==> src/rtl/csa_pkg.sv <==
// Shared encodings and default geometry for the sequential carry-select adder.
package csa_pkg;

    typedef enum logic [1:0] {
        StIdle = 2'b00,
        StRun  = 2'b01,
        StDone = 2'b10
    } state_e;

    localparam int WidthDefault = 32;
    localparam int BlockDefault = 8;

endpackage

==> src/rtl/csa_block.sv <==
// One carry-select slice: computes both carry-in hypotheses and picks one by carry_i.
module csa_block #(
    parameter int BLOCK = 8
) (
    input  logic [BLOCK-1:0] a_i,
    input  logic [BLOCK-1:0] b_i,
    input  logic             carry_i,
    output logic [BLOCK-1:0] sum_o,
    output logic             c_o
);

    localparam logic [BLOCK:0] One = {{BLOCK{1'b0}}, 1'b1};

    logic [BLOCK-1:0] sum0, sum1;
    logic             c0, c1;

    assign {c0, sum0} = {1'b0, a_i} + {1'b0, b_i};
    assign {c1, sum1} = {1'b0, a_i} + {1'b0, b_i} + One;

    mux2to1 #(
        .WIDTH(BLOCK)
    ) u_sum_mux (
        .d0_i (sum0),
        .d1_i (sum1),
        .sel_i(carry_i),
        .y_o  (sum_o)
    );

    mux2to1 #(
        .WIDTH(1)
    ) u_carry_mux (
        .d0_i (c0),
        .d1_i (c1),
        .sel_i(carry_i),
        .y_o  (c_o)
    );

endmodule

==> src/rtl/mux2to1.sv <==
// Two-input multiplexer; d1_i is selected when sel_i is high.
module mux2to1 #(
    parameter int WIDTH = 1
) (
    input  logic [WIDTH-1:0] d0_i,
    input  logic [WIDTH-1:0] d1_i,
    input  logic             sel_i,
    output logic [WIDTH-1:0] y_o
);

    assign y_o = sel_i ? d1_i : d0_i;

endmodule

==> src/rtl/csa_seq_adder.sv <==
// Sequential adder: one csa_block slice reused over NBLK cycles, ripple carry held in carry_q.
module csa_seq_adder
    import csa_pkg::*;
#(
    parameter int WIDTH = WidthDefault,
    parameter int BLOCK = BlockDefault
) (
    input  logic             clk,
    input  logic             rst,
    input  logic             in_valid,
    output logic             in_ready,
    input  logic [WIDTH-1:0] a,
    input  logic [WIDTH-1:0] b,
    input  logic             cin,
    output logic             out_valid,
    input  logic             out_ready,
    output logic [WIDTH-1:0] sum,
    output logic             cout,
    output logic             busy
);

    localparam int NBLK = (BLOCK > 0) ? (WIDTH / BLOCK) : 1;
    localparam int IdxW = (NBLK > 1) ? $clog2(NBLK) : 1;
    localparam logic [IdxW-1:0] LastIdx = IdxW'(NBLK - 1);

    if (BLOCK < 1) begin : g_bad_block
        $error("csa_seq_adder: BLOCK must be at least 1");
    end else if ((WIDTH % BLOCK) != 0) begin : g_bad_width
        $error("csa_seq_adder: WIDTH must be a multiple of BLOCK");
    end

    state_e           state_q, state_d;
    logic [WIDTH-1:0] a_q, a_d;
    logic [WIDTH-1:0] b_q, b_d;
    logic [WIDTH-1:0] sum_q, sum_d;
    logic [IdxW-1:0]  idx_q, idx_d;
    logic             carry_q, carry_d;
    logic             cout_q, cout_d;

    logic [BLOCK-1:0] blk_a, blk_b, blk_sum;
    logic             blk_carry;

    assign blk_a = a_q[int'(idx_q) * BLOCK +: BLOCK];
    assign blk_b = b_q[int'(idx_q) * BLOCK +: BLOCK];

    csa_block #(
        .BLOCK(BLOCK)
    ) u_block (
        .a_i    (blk_a),
        .b_i    (blk_b),
        .carry_i(carry_q),
        .sum_o  (blk_sum),
        .c_o    (blk_carry)
    );

    always_comb begin
        state_d = state_q;
        a_d     = a_q;
        b_d     = b_q;
        sum_d   = sum_q;
        idx_d   = idx_q;
        carry_d = carry_q;
        cout_d  = cout_q;
        unique case (state_q)
            StIdle: begin
                if (in_valid) begin
                    a_d     = a;
                    b_d     = b;
                    carry_d = cin;
                    idx_d   = '0;
                    sum_d   = '0;
                    state_d = StRun;
                end
            end
            StRun: begin
                sum_d[int'(idx_q) * BLOCK +: BLOCK] = blk_sum;
                carry_d = blk_carry;
                idx_d   = idx_q + IdxW'(1);
                if (idx_q == LastIdx) begin
                    cout_d  = blk_carry;
                    idx_d   = '0;
                    state_d = StDone;
                end
            end
            StDone: begin
                if (out_ready) begin
                    state_d = StIdle;
                end
            end
            default: state_d = StIdle;
        endcase
    end

    always_ff @(posedge clk) begin
        if (rst) begin
            state_q <= StIdle;
            a_q     <= '0;
            b_q     <= '0;
            sum_q   <= '0;
            idx_q   <= '0;
            carry_q <= 1'b0;
            cout_q  <= 1'b0;
        end else begin
            state_q <= state_d;
            a_q     <= a_d;
            b_q     <= b_d;
            sum_q   <= sum_d;
            idx_q   <= idx_d;
            carry_q <= carry_d;
            cout_q  <= cout_d;
        end
    end

    // Gated by rst so nothing is offered during a reset cycle.
    assign in_ready  = (state_q == StIdle) && !rst;
    assign out_valid = (state_q == StDone);
    assign busy      = (state_q != StIdle);
    assign sum       = sum_q;
    assign cout      = cout_q;

endmodule
==> config.mk <==
export PLATFORM = sky130hd
export DESIGN_NAME = csa_seq_adder
export DESIGN_NICKNAME = d
export VERILOG_FILES = /design/src/rtl/csa_pkg.sv /design/src/rtl/csa_block.sv /design/src/rtl/mux2to1.sv /design/src/rtl/csa_seq_adder.sv
export SDC_FILE = /design/constraint.sdc
export NUM_CORES = 1
export LEC_CHECK = 0
export CAP_MARGIN = 5
export CELL_PAD_IN_SITES_DETAIL_PLACEMENT = 0
export CELL_PAD_IN_SITES_GLOBAL_PLACEMENT = 1
export CORE_MARGIN = 2
export CORE_UTILIZATION = 35
export DETAILED_ROUTE_END_ITERATION = 12
export HOLD_SLACK_MARGIN = 0.1
export PLACE_DENSITY_LB_ADDON = 0.2
export SLEW_MARGIN = 20
export SYNTH_ARGS = -nofsm -noshare
export SYNTH_HDL_FRONTEND = slang
export SYNTH_SLANG_ARGS = --single-unit
export TNS_END_PERCENT = 30
==> constraint.sdc <==
create_clock -name clk -period 11.2 [get_ports clk]
set_clock_uncertainty 0.05 [all_clocks]
set_input_delay 2.24 -clock clk [delete_from_list [all_inputs] [get_ports clk]]
set_output_delay 2.24 -clock clk [all_outputs]
set_load 0.01 [all_outputs]
Word level (Yosys, flattened, before mapping). Index checks and enable logic that the tools add are counted.

Bits in registers: 102. Bits in latches: 0. Memory bits (writable): 0. Bits in read-only memories: 0. Bits of input ports: 69. Output and inout port bits: 36. Word-level logic and storage cells: 44. Memories: 0.

Add/subtract/negate cells: 4. Multiply operators: 0. Div/mod/pow operators: 0. Magnitude comparators: 0. Equal/unequal tests: 6. Shift-type cells: 4. Mux-type cells: 14. Bitwise gates (word level): 0. Reduce and logical (&&, ||, !) cells: 9.

Operators by type and width (count): case mux 32 bit (2 select lines) (1); variable part select 32 x 6 -> 8 bit (2); negator 5 -> 33 bit (1); variable shift 8 x 33 -> 32 bit (first input constant) (1); variable part select 8 x 33 -> 32 bit (1); bitwise mux 32 bit (1); 2-to-1 mux 32 bit (1); 2-to-1 mux 2 bit (5); adder 8 x 8 -> 9 bit (1); adder 9 x 1 -> 9 bit (second input constant) (1); 2-to-1 mux 8 bit (1); case mux 2 bit (3 select lines) (1); AND reduction 2 bit (3); equality test 2 bit (second input constant) (2); != test 2 bit (second input constant) (2); case mux 2 bit (2 select lines) (1); nonzero test 2 bit (2); AND reduction 3 bit (1); adder 2 x 1 -> 2 bit (second input constant) (1); equality test 2 x 1 -> 1 bit (second input constant) (1); logical NOT 2 bit (1); 2-to-1 mux 1 bit (2); != test 2 x 1 -> 1 bit (second input constant) (1); case mux 1 bit (2 select lines) (1); other kinds (2) (2).

Logic depth before layout (Yosys ltp). Gate-level depths: netlist of the first run.

Word-level depth: 7. Mapped depth: 11. Mapped depth without buffers: 9.

Modules after synthesis. From an unflattened synthesis of the first run, not the netlist that was laid out.

Cells, all modules: 501. Area total of the unflattened synthesis: 4822.1 um2.

By module, submodules not included: csa_seq_adder (times used 1, cells each 435, area an instance 4234.1 um2); csa_block (times used 1, cells each 56, area an instance 441.7 um2); mux2to1 (u_block.u_sum_mux) (times used 1, cells each 9, area an instance 131.4 um2); mux2to1 (u_block.u_carry_mux) (times used 1, cells each 1, area an instance 15.0 um2).

Worst setup path after synthesis of the first run. Ideal clock, no wire load.

Path type: input -> output. From: input port rst. To: output port in_ready. Arrival: 3190 ps. Required time: 8910 ps. Slack: 5720 ps. Stages: 4. Cells stage by stage: clkbuf_1 -> clkbuf_1 -> buf_1 -> nor2_1.

Longest elaborated chain between the ends: 2.

Ends and longest elaborated chain: start, declared (line csa_seq_adder.sv:9) `input logic rst,`; logical NOT 1 bit (line csa_seq_adder.sv:115) `assign in_ready = (state_q == StIdle) && !rst;`; logical AND 1 bit (line csa_seq_adder.sv:115); end, declared (line csa_seq_adder.sv:11) `output logic in_ready,`.

No other way between the ends.

Worst setup path after layout of the first run. Same ends and word-level chain as after synthesis.

==> run summary, run 1 <==
Final ANT Viol Nets: 0
final setup TNS: 0 ns
top cells by area, synth: dfxtp_1 (45%), nand2_1 (11%), a21oi_1 (8.0%), mux4_2 (7.9%), ha_1 (3.6%)
Post-Syn Area: 0.00458 mm2
cell accounting for the most synthesized area: dfxtp_1
Compound-Gate Fraction of Synth Area: 15.4%
top cell type's share of synthesized area: 44.6%
layout cells sized above 1: 8.78%
clk_lat worst skew: 0.34 ns
critical path peak fanout: 92
Mapped Cells: 523
full die area: 0.0140 mm2
Final Cycle Share: 53.2%
Setup CP Type: in2out
XOR/XNOR Fraction of Synth Area: 1.91%
CP endpoint kind: primary output
CTS tree: done
Mapped Nets: 606
Routed WL: 11,900 um
fillers: 1,320
largest net degree at the start of global routing: 93
worst setup path endpoint: in_ready
switch share: 26.6%
total power: 0.833 mW
post-cts gate resize count: 0
outcome: finished, final reports clean
Post-Synth Adder-Cell Area: 3.99%
Internal: 0.612 mW
Wirelength per Cell: 15.1 um
final hold violations: 0
DRC viols: 0
# hold bufs at CTS: 0
Seq/Total Area, Yosys: 44.6%
R2R depth: 9
post-synthesis mux area share: 8.55%
RSZ-0062 raised after global routing: false
Worst VDD drop: 0.0000726 V
Hold Path Stages: 2
Critical Path RT: 8.91 ns
power share of the combinational group: 15.3%
worst slack, placed: 5.24 ns
Hold Slack: 0.403 ns
final worst slack: 5.24 ns
Pins Over Slew Limit: 0
clock slew at reported path FFs: 0.07 ns
max-cap violation count: 0
R2R Path End: sum[31]$_SDFFE_PP0P_
vias: 3,989
crit path from: rst
first-pass GRT wire length: 19,400 um
fin nets: 693
initial detailed-routing violation count: 303
global-route usage over all layers: 17.2%
final cell count without fillers: 787
area of the multi-input gates: 0.00239 mm2
placed cell count: 771
placer congestion estimate: 0.776
FF-to-FF Start: idx_q[0]$_SDFFE_PP0P_
Post-Synth Simple-Gate Area: 22.0%
setup repair bufs after CTS: 0
via/cell ratio: 5.07
Yosys reg bits: 102
Post-synth EDFFs: 0
IO buf count: 104
H-tree depth: 3
antenna violations before repair: 0
num ports: 105
Sequential Power Share: 46.4%
die height: 118 um
Arrival @ worst endpoint: 3.67 ns
Num Clock Sinks: 102
CTS Buf Count: 9
total gr overflow: 0
FMAX: 168 MHz
total iterations of the first detailed-routing run: 4
Clock Tree Root: clkbuf_16
Cell Pwr Density: 138 mW/mm2
Detail Placement HPWL: 8650 um
Core Box Area: 0.0127 mm2
Slew HR: 33.9%
clock share of power: 38.3%
worst slew pin tran: 0.984 ns
Avg Inst Size Synth: 8.76 um2
Chip Width: 118 um
Setup-failing EPs final: 0
initial core utilization: 36.0%
Leak Pwr: 2.20 nW
Layout area overhead: 32.0%
FFs w/ async S/R, synth: 0%
Sw Pwr: 0.221 mW
main combinational cell family by area after synthesis: simple AND/OR/NAND/NOR gates
Reg area: 0.00204 mm2
final critical-path required period: 5.96 ns
row cnt: 41
vias in the first global route: 3,904
Min-Delay Path Class: reg2reg
Antenna Cells: 0
synth warn: 0
ys flop type: dfxtp_1
post-synthesis cell type count: 52
Worst Setup Start Kind: input port
clock tree buffer depth: 2
r2r setup slk: 7.52 ns
==> logic make-up (layout without fill, tap and decap cells) <==
kind of cell	Yosys count	in the layout
buffers and inverters	39	131
AOI/OAI and AO/OA	118	118
DFF	102	102
muxes	19	19
and+or+nand+nor	221	221
adders and majority gates	14	14
xor gates and xnor gates	10	10
==> power groups by stage <==
stage / clock, mW / sequential [mW] / combinational (mW)
finish: 0.319 / 0.387 / 0.128
CTS: 0.325 / 0.387 / 0.129
floorplan: 0 / 0.393 / 0.0796
global placement: 0 / 0.394 / 0.126
global route: 0.341 / 0.389 / 0.141
detailed placement: 0 / 0.395 / 0.128
==> layout by cell type, fill, tap and decap left out, drive strengths merged, types with 3 or more instances in the layout <==
cell type	instances
nand2	139
clkdlybuf4s50	103
dfxtp	102
a21oi	73
nor2	30
a22oi	21
nand3	19
mux4	16
ha	13
o21ai	9
clkbuf	9
inv	9
xor2	6
nor3	6
buf	6
nand4	5
xnor2	4
or3	3
a211oi	3
==> worst min path at each step <==
stage                           endpoint                  from  slack, ns
detailed placement  b_q[20]$_SDFFE_PP0P_  b_q[20]$_SDFFE_PP0P_       0.40
CTS                 b_q[20]$_SDFFE_PP0P_  b_q[20]$_SDFFE_PP0P_       0.41
finish              b_q[20]$_SDFFE_PP0P_  b_q[20]$_SDFFE_PP0P_       0.40
floorplan           a_q[16]$_SDFFE_PP0P_  a_q[16]$_SDFFE_PP0P_       0.38
global placement    b_q[28]$_SDFFE_PP0P_  b_q[28]$_SDFFE_PP0P_       0.39
global route        b_q[31]$_SDFFE_PP0P_  b_q[31]$_SDFFE_PP0P_       0.42
==> cell usage after synthesis, types with 2 or more instances <==
cell      instances
nand2_1         139
dfxtp_1         102
a21oi_1          73
nor2_1           30
clkbuf_1         24
a22oi_1          21
nand3_1          19
mux4_2           16
ha_1             13
o21ai_0           9
inv_1             6
nor3_1            6
xor2_1            6
buf_1             5
nand4_1           4
xnor2_1           4
or3_1             3
a211oi_1          2
and3_1            2
buf_2             2
mux2i_1           2
nand2b_1          2
nor2b_1           2
o31a_1            2
or2_2             2
==> flip-flops by register name, indices dropped and copies added (netlist names) <==
name	count
state_q	2
carry_q	1
idx_q	2
sum	32
b_q	32
a_q	32
cout	1
==> layout make-up <==
| class | instances | area share (%) |
|---|---|---|
| Sequential cell | 102 | 33.8 |
| Timing Repair Buffer | 109 | 17.8 |
| Clock inverter | 7 | 1.30 |
| Clock buffer | 9 | 3.73 |
| Multi-Input combinational cell | 382 | 39.5 |
| Inverter | 6 | 0.373 |
| Tap cell | 172 | 3.56 |
==> worst max-delay path, cell delays in order <==
cell             delay, ns
buf_2                 0.07
buf_4                 0.68
nor2_1                0.11
clkdlybuf4s50_1       0.51
==> metal layers <==
metal,global-route usage [%],vias up,share of wire (%)
met1,23.0,1892,47
li1,-,1999,-
met4,4.61,0,1.0
met2,28.4,88,48
met3,3.23,10,4.0
met5,0,-,0
==> metrics by stage <==
step,area (um2),utilization [%]
5_1_grt,6040,47.5
2_1_floorplan,4580,-
4_1_cts,6040,47.5
3_5_place_dp,5730,45.1
3_3_place_gp,5730,45.1
6_report,6040,47.5
(Power assumes the default switching activity.)
==> run 2, diff against run 1 <==
clock period = 6.2 ns   (was 11.2 ns; I/O delays follow)
==> run summary, run 2 (synthesized netlist as in run 1, its figures left out) <==
Leak Pwr: 2.20 nW
Antenna Cells: 0
power share of the combinational group: 15.1%
final hold violations: 0
CP Cell Sequence: mux4_2, ha_1, fa_1, a21o_2, a221oi_1, xnor2_1, nand4_4, and3b_1, a311o_1
row cnt: 41
Chip Width: 118 um
DRC viols: 0
Layout Utilization: 47.5%
R2R depth: 9
global-route usage over all layers: 17.3%
CP endpoint kind: register
# hold bufs at CTS: 0
CTS Buf Count: 9
Slew HR: 30.0%
initial detailed-routing violation count: 302
critical path peak fanout: 20
most common cell after layout, fill and taps aside: nand2_1
Final ANT Viol Nets: 0
vias: 3,986
Arrival @ worst endpoint: 4.12 ns
Min-Delay Path Class: reg2reg
final critical-path required period: 3.95 ns
Worst VDD drop: 0.000142 V
r2r setup slk: 2.25 ns
final setup TNS: 0 ns
fillers: 1,281
critical path depth in cells: 9
FF-to-FF Start: idx_q[1]$_SDFFE_PP0P_
outcome: finished, final reports clean
fin nets: 692
layout cells sized above 1: 8.63%
R2R Path End: sum[31]$_SDFFE_PP0P_
Pins Over Slew Limit: 0
first-pass GRT wire length: 19,600 um
crit path from: idx_q[1]$_SDFFE_PP0P_
Num Clock Sinks: 102
Internal: 1.11 mW
antenna violations before repair: 0
Worst Setup Start Kind: register
leading cell types in the layout, fill and taps excluded: nand2_1 (138), clkdlybuf4s50_1 (103), dfxtp_1 (102)
full die area: 0.0140 mm2
total iterations of the first detailed-routing run: 4
via/cell ratio: 5.07
Setup CP Type: reg2reg
H-tree depth: 3
CTS tree: done
worst setup path endpoint: sum[31]$_SDFFE_PP0P_
vias in the first global route: 3,939
Placed Area: 0.00573 mm2
Worst Path Buf+Inv: 0
clock share of power: 38.3%
RSZ-0062 raised after global routing: false
Routed WL: 12,100 um
clock slew at reported path FFs: 0.07 ns
total power: 1.50 mW
Sequential Power Share: 46.6%
Final Instance Area: 0.00604 mm2
IO buf count: 104
worst slew pin tran: 1.05 ns
Core Box Area: 0.0127 mm2
num ports: 105
Layout area overhead: 31.9%
Critical Path RT: 6.38 ns
Clock Tree Root: clkbuf_16
Cell Pwr Density: 249 mW/mm2
post-cts gate resize count: 0
placer congestion estimate: 0.796
clk_lat worst skew: 0.34 ns
Sw Pwr: 0.391 mW
FMAX: 253 MHz
Final Cycle Share: 63.6%
max-cap violation count: 0
Setup-failing EPs final: 0
largest net degree at the start of global routing: 90
Worst path max stage delay: 1.01 ns
setup repair bufs after CTS: 0
Detail Placement HPWL: 8970 um
initial core utilization: 36.0%
switch share: 26.0%
total gr overflow: 0
clock tree buffer depth: 2
Slowest-stage cell, CP: dfxtp_1
die height: 118 um
Top delay family on crit path: flip-flops
Wirelength per Cell: 15.4 um
==> run 2: changes by cell type in the layout (fill, tap and decap cells not counted) <==
| cell | delta |
|---|---|
| clkbuf_8 | +1 |
| clkinv_4 | +1 |
| inv_8 | -1 |
| clkinvlp_4 | -1 |
| buf_4 | -1 |
==> run 2: stage by stage <==
step                hold WS [ns]  std cells  setup slack [ns]
detailed placement         0.396        770              2.20
global route               0.420        786              1.97
floorplan                  0.383        523              2.54
finish                     0.405        786              2.25
CTS                        0.406        786              2.17
global placement           0.393        770              2.29
==> run 2: worst min path at each step <==
stage / startpoint / end / cells past startpoint
2_1_floorplan: a_q[16]$_SDFFE_PP0P_ / a_q[16]$_SDFFE_PP0P_ / 2
3_5_place_dp: b_q[23]$_SDFFE_PP0P_ / b_q[23]$_SDFFE_PP0P_ / 2
5_1_grt: b_q[23]$_SDFFE_PP0P_ / b_q[23]$_SDFFE_PP0P_ / 2
4_1_cts: b_q[23]$_SDFFE_PP0P_ / b_q[23]$_SDFFE_PP0P_ / 2
3_3_place_gp: a_q[14]$_SDFFE_PP0P_ / a_q[14]$_SDFFE_PP0P_ / 2
6_report: a_q[13]$_SDFFE_PP0P_ / a_q[13]$_SDFFE_PP0P_ / 2
==> run 2: layout make-up <==
class	count	area [um2]	area share, %
inverters	6	22.5	0.373
multi-input cells	382	2390	39.5
well taps	172	215	3.56
repair buffers	108	1070	17.7
clock inverters	6	68.8	1.14
flip-flops and latches	102	2040	33.8
clock buffers	10	239	3.96
==> run 2: worst reg2reg max path: cells and delay by family, from the launching register on <==
kind                       cells  cell delay [ns]
DFF                            1             1.01
and+or+nand+nor                2             0.41
AOI/OAI and AO/OA              3             0.83
xor gates and xnor gates       1             0.27
adders and majority gates      2             0.66
muxes                          1             0.62
==> run 2: metal layers <==
| layer | wire length, um | vias to the layer above | part of all wire, % | GRT usage (%) |
|---|---|---|---|---|
| met5 | 0 | - | 0 | 0 |
| met4 | 138 | 0 | 1.1 | 4.32 |
| met3 | 555 | 11 | 4.6 | 3.81 |
| met2 | 5920 | 78 | 49 | 28.9 |
| met1 | 5470 | 1901 | 45 | 22.7 |
| li1 | - | 1996 | - | - |
==> run 2: power by group through the flow <==
stage	Sequential, mW	Combinational (mW)	Clock, mW
3_5_place_dp	0.717	0.229	0
3_3_place_gp	0.716	0.224	0
6_report	0.701	0.227	0.577
4_1_cts	0.701	0.229	0.591
2_1_floorplan	0.709	0.144	0
5_1_grt	0.705	0.251	0.614
==> run 3, diff against run 2 <==
clock period = 3.7 ns   (was 6.2 ns; I/O delays follow)
==> run summary, run 3 (synthesized netlist as in run 1, its figures left out) <==
CTS tree: done
total gr overflow: 0
clk_lat worst skew: 0.34 ns
Arrival @ worst endpoint: 3.48 ns
Slowest-stage cell, CP: mux4_2
CP Cell Sequence: buf_4, mux4_2, fa_1, a21o_2, a221oi_1, xnor2_1, nand4_4, and3b_1, a311o_1
Min-Delay Path Class: reg2reg
setup repair bufs after CTS: 0
Leak Pwr: 2.22 nW
placer congestion estimate: 0.850
Final ANT Viol Nets: 0
H-tree depth: 3
layout cells sized above 1: 9.37%
Critical Path RT: 3.88 ns
R2R depth: 9
Wirelength per Cell: 15.5 um
die height: 118 um
Worst VDD drop: 0.000263 V
outcome: finished, final reports clean
Detail Placement HPWL: 9140 um
Num Clock Sinks: 102
r2r setup slk: 0.40 ns
Cell Pwr Density: 414 mW/mm2
max-cap violation count: 0
Core Box Area: 0.0127 mm2
power share of the combinational group: 15.5%
row cnt: 41
Pins Over Slew Limit: 0
most common cell after layout, fill and taps aside: nand2_1
Final Cycle Share: 89.3%
Hold Path Origin: a_q[23]$_SDFFE_PP0P_
total iterations of the first detailed-routing run: 4
Hold Path Stages: 2
clock share of power: 37.7%
Setup CP Type: reg2reg
fin nets: 698
IO buf count: 104
num ports: 105
global-route usage over all layers: 18.1%
Top delay family on crit path: compound AO/OA/AOI/OAI gates
final setup TNS: 0 ns
Chip Width: 118 um
Placed Area: 0.00577 mm2
RSZ-0062 raised after global routing: false
Sw Pwr: 0.659 mW
Routed WL: 12,300 um
switch share: 26.3%
total power: 2.51 mW
first-pass GRT wire length: 20,200 um
largest net degree at the start of global routing: 91
Worst path max stage delay: 0.56 ns
Antenna Cells: 0
Final Instance Area: 0.00607 mm2
Slew HR: 37.7%
hold-critical path endpoint: a_q[23]$_SDFFE_PP0P_
initial detailed-routing violation count: 282
vias in the first global route: 3,887
post-cts gate resize count: 0
clock slew at reported path FFs: 0.07 ns
via/cell ratio: 5.07
fillers: 1,316
Layout area overhead: 32.5%
final critical-path required period: 3.30 ns
Setup-failing EPs final: 0
Clock Tree Root: clkbuf_16
Sequential Power Share: 46.8%
R2R Path End: sum[31]$_SDFFE_PP0P_
CTS Buf Count: 9
Worst Setup Start Kind: register
leading cell types in the layout, fill and taps excluded: nand2_1 (138), clkdlybuf4s50_1 (103), dfxtp_1 (102)
worst slew pin tran: 0.934 ns
full die area: 0.0140 mm2
Internal: 1.85 mW
critical path peak fanout: 8
DRC viols: 0
# hold bufs at CTS: 0
antenna violations before repair: 0
initial core utilization: 36.0%
clock tree buffer depth: 2
FF-to-FF Start: idx_q[0]$_SDFFE_PP0P_
FMAX: 303 MHz
Worst Path Buf+Inv: 1
vias: 4,013
CP endpoint kind: register
final hold violations: 0
==> run 3: changes by cell type in the layout (fill, tap and decap cells not counted) <==
cell / delta
clkbuf_8: -1
nand2_4: -1
inv_6: +1
buf_4: +6
nand2_2: +1
clkinv_4: -1
==> run 3: worst min-delay path, stage by stage (launching register included) <==
cell     delay (ns)
dfxtp_1        0.31
nand2_1        0.05
a21oi_1        0.05
==> run 3: metrics by stage <==
| step | std cells | util [%] | hold slack, ns | worst slack [ns] |
|---|---|---|---|---|
| 3_3_place_gp | 776 | 45.4 | 0.391 | 0.440 |
| 3_5_place_dp | 776 | 45.4 | 0.393 | 0.397 |
| 4_1_cts | 791 | 47.7 | 0.403 | 0.383 |
| 5_1_grt | 791 | 47.7 | 0.417 | 0.192 |
| 6_report | 791 | 47.7 | 0.402 | 0.395 |
| 2_1_floorplan | 523 | - | 0.383 | 0.0372 |
==> run 3: layout make-up <==
type,count,area (um2),area share (%)
flip-flops and latches,102,2040,33.7
well taps,172,215,3.55
clock buffers,9,225,3.71
multi-input cells,382,2380,39.3
repair buffers,114,1110,18.3
clock inverters,6,68.8,1.13
inverters,6,22.5,0.371
==> run 3: power by group through the flow <==
stage | Combinational [mW] | Sequential (mW) | Clock (mW)
CTS | 0.391 | 1.18 | 0.966
floorplan | 0.241 | 1.19 | 0
detailed placement | 0.390 | 1.20 | 0
global placement | 0.384 | 1.20 | 0
global route | 0.430 | 1.18 | 1.02
finish | 0.388 | 1.18 | 0.946
==> run 3: layer usage <==
layer / vias up / track usage [%] / part of all wire [%]
li1: 2012 / - / -
met2: 108 / 28.5 / 47
met5: - / 0 / 0
met4: 0 / 3.57 / 0.79
met3: 7 / 4.20 / 5.7
met1: 1886 / 25.5 / 47
==> run 3: worst max path at each step <==
stage,cells after the start,end,slack [ns],from
6_report,9,sum[31]$_SDFFE_PP0P_,0.40,idx_q[0]$_SDFFE_PP0P_
5_1_grt,9,sum[31]$_SDFFE_PP0P_,0.19,idx_q[0]$_SDFFE_PP0P_
4_1_cts,9,sum[31]$_SDFFE_PP0P_,0.38,idx_q[0]$_SDFFE_PP0P_
3_5_place_dp,9,sum[31]$_SDFFE_PP0P_,0.40,idx_q[0]$_SDFFE_PP0P_
3_3_place_gp,9,sum[31]$_SDFFE_PP0P_,0.44,idx_q[0]$_SDFFE_PP0P_
2_1_floorplan,11,sum[31]$_SDFFE_PP0P_,0.04,idx_q[1]$_SDFFE_PP0P_
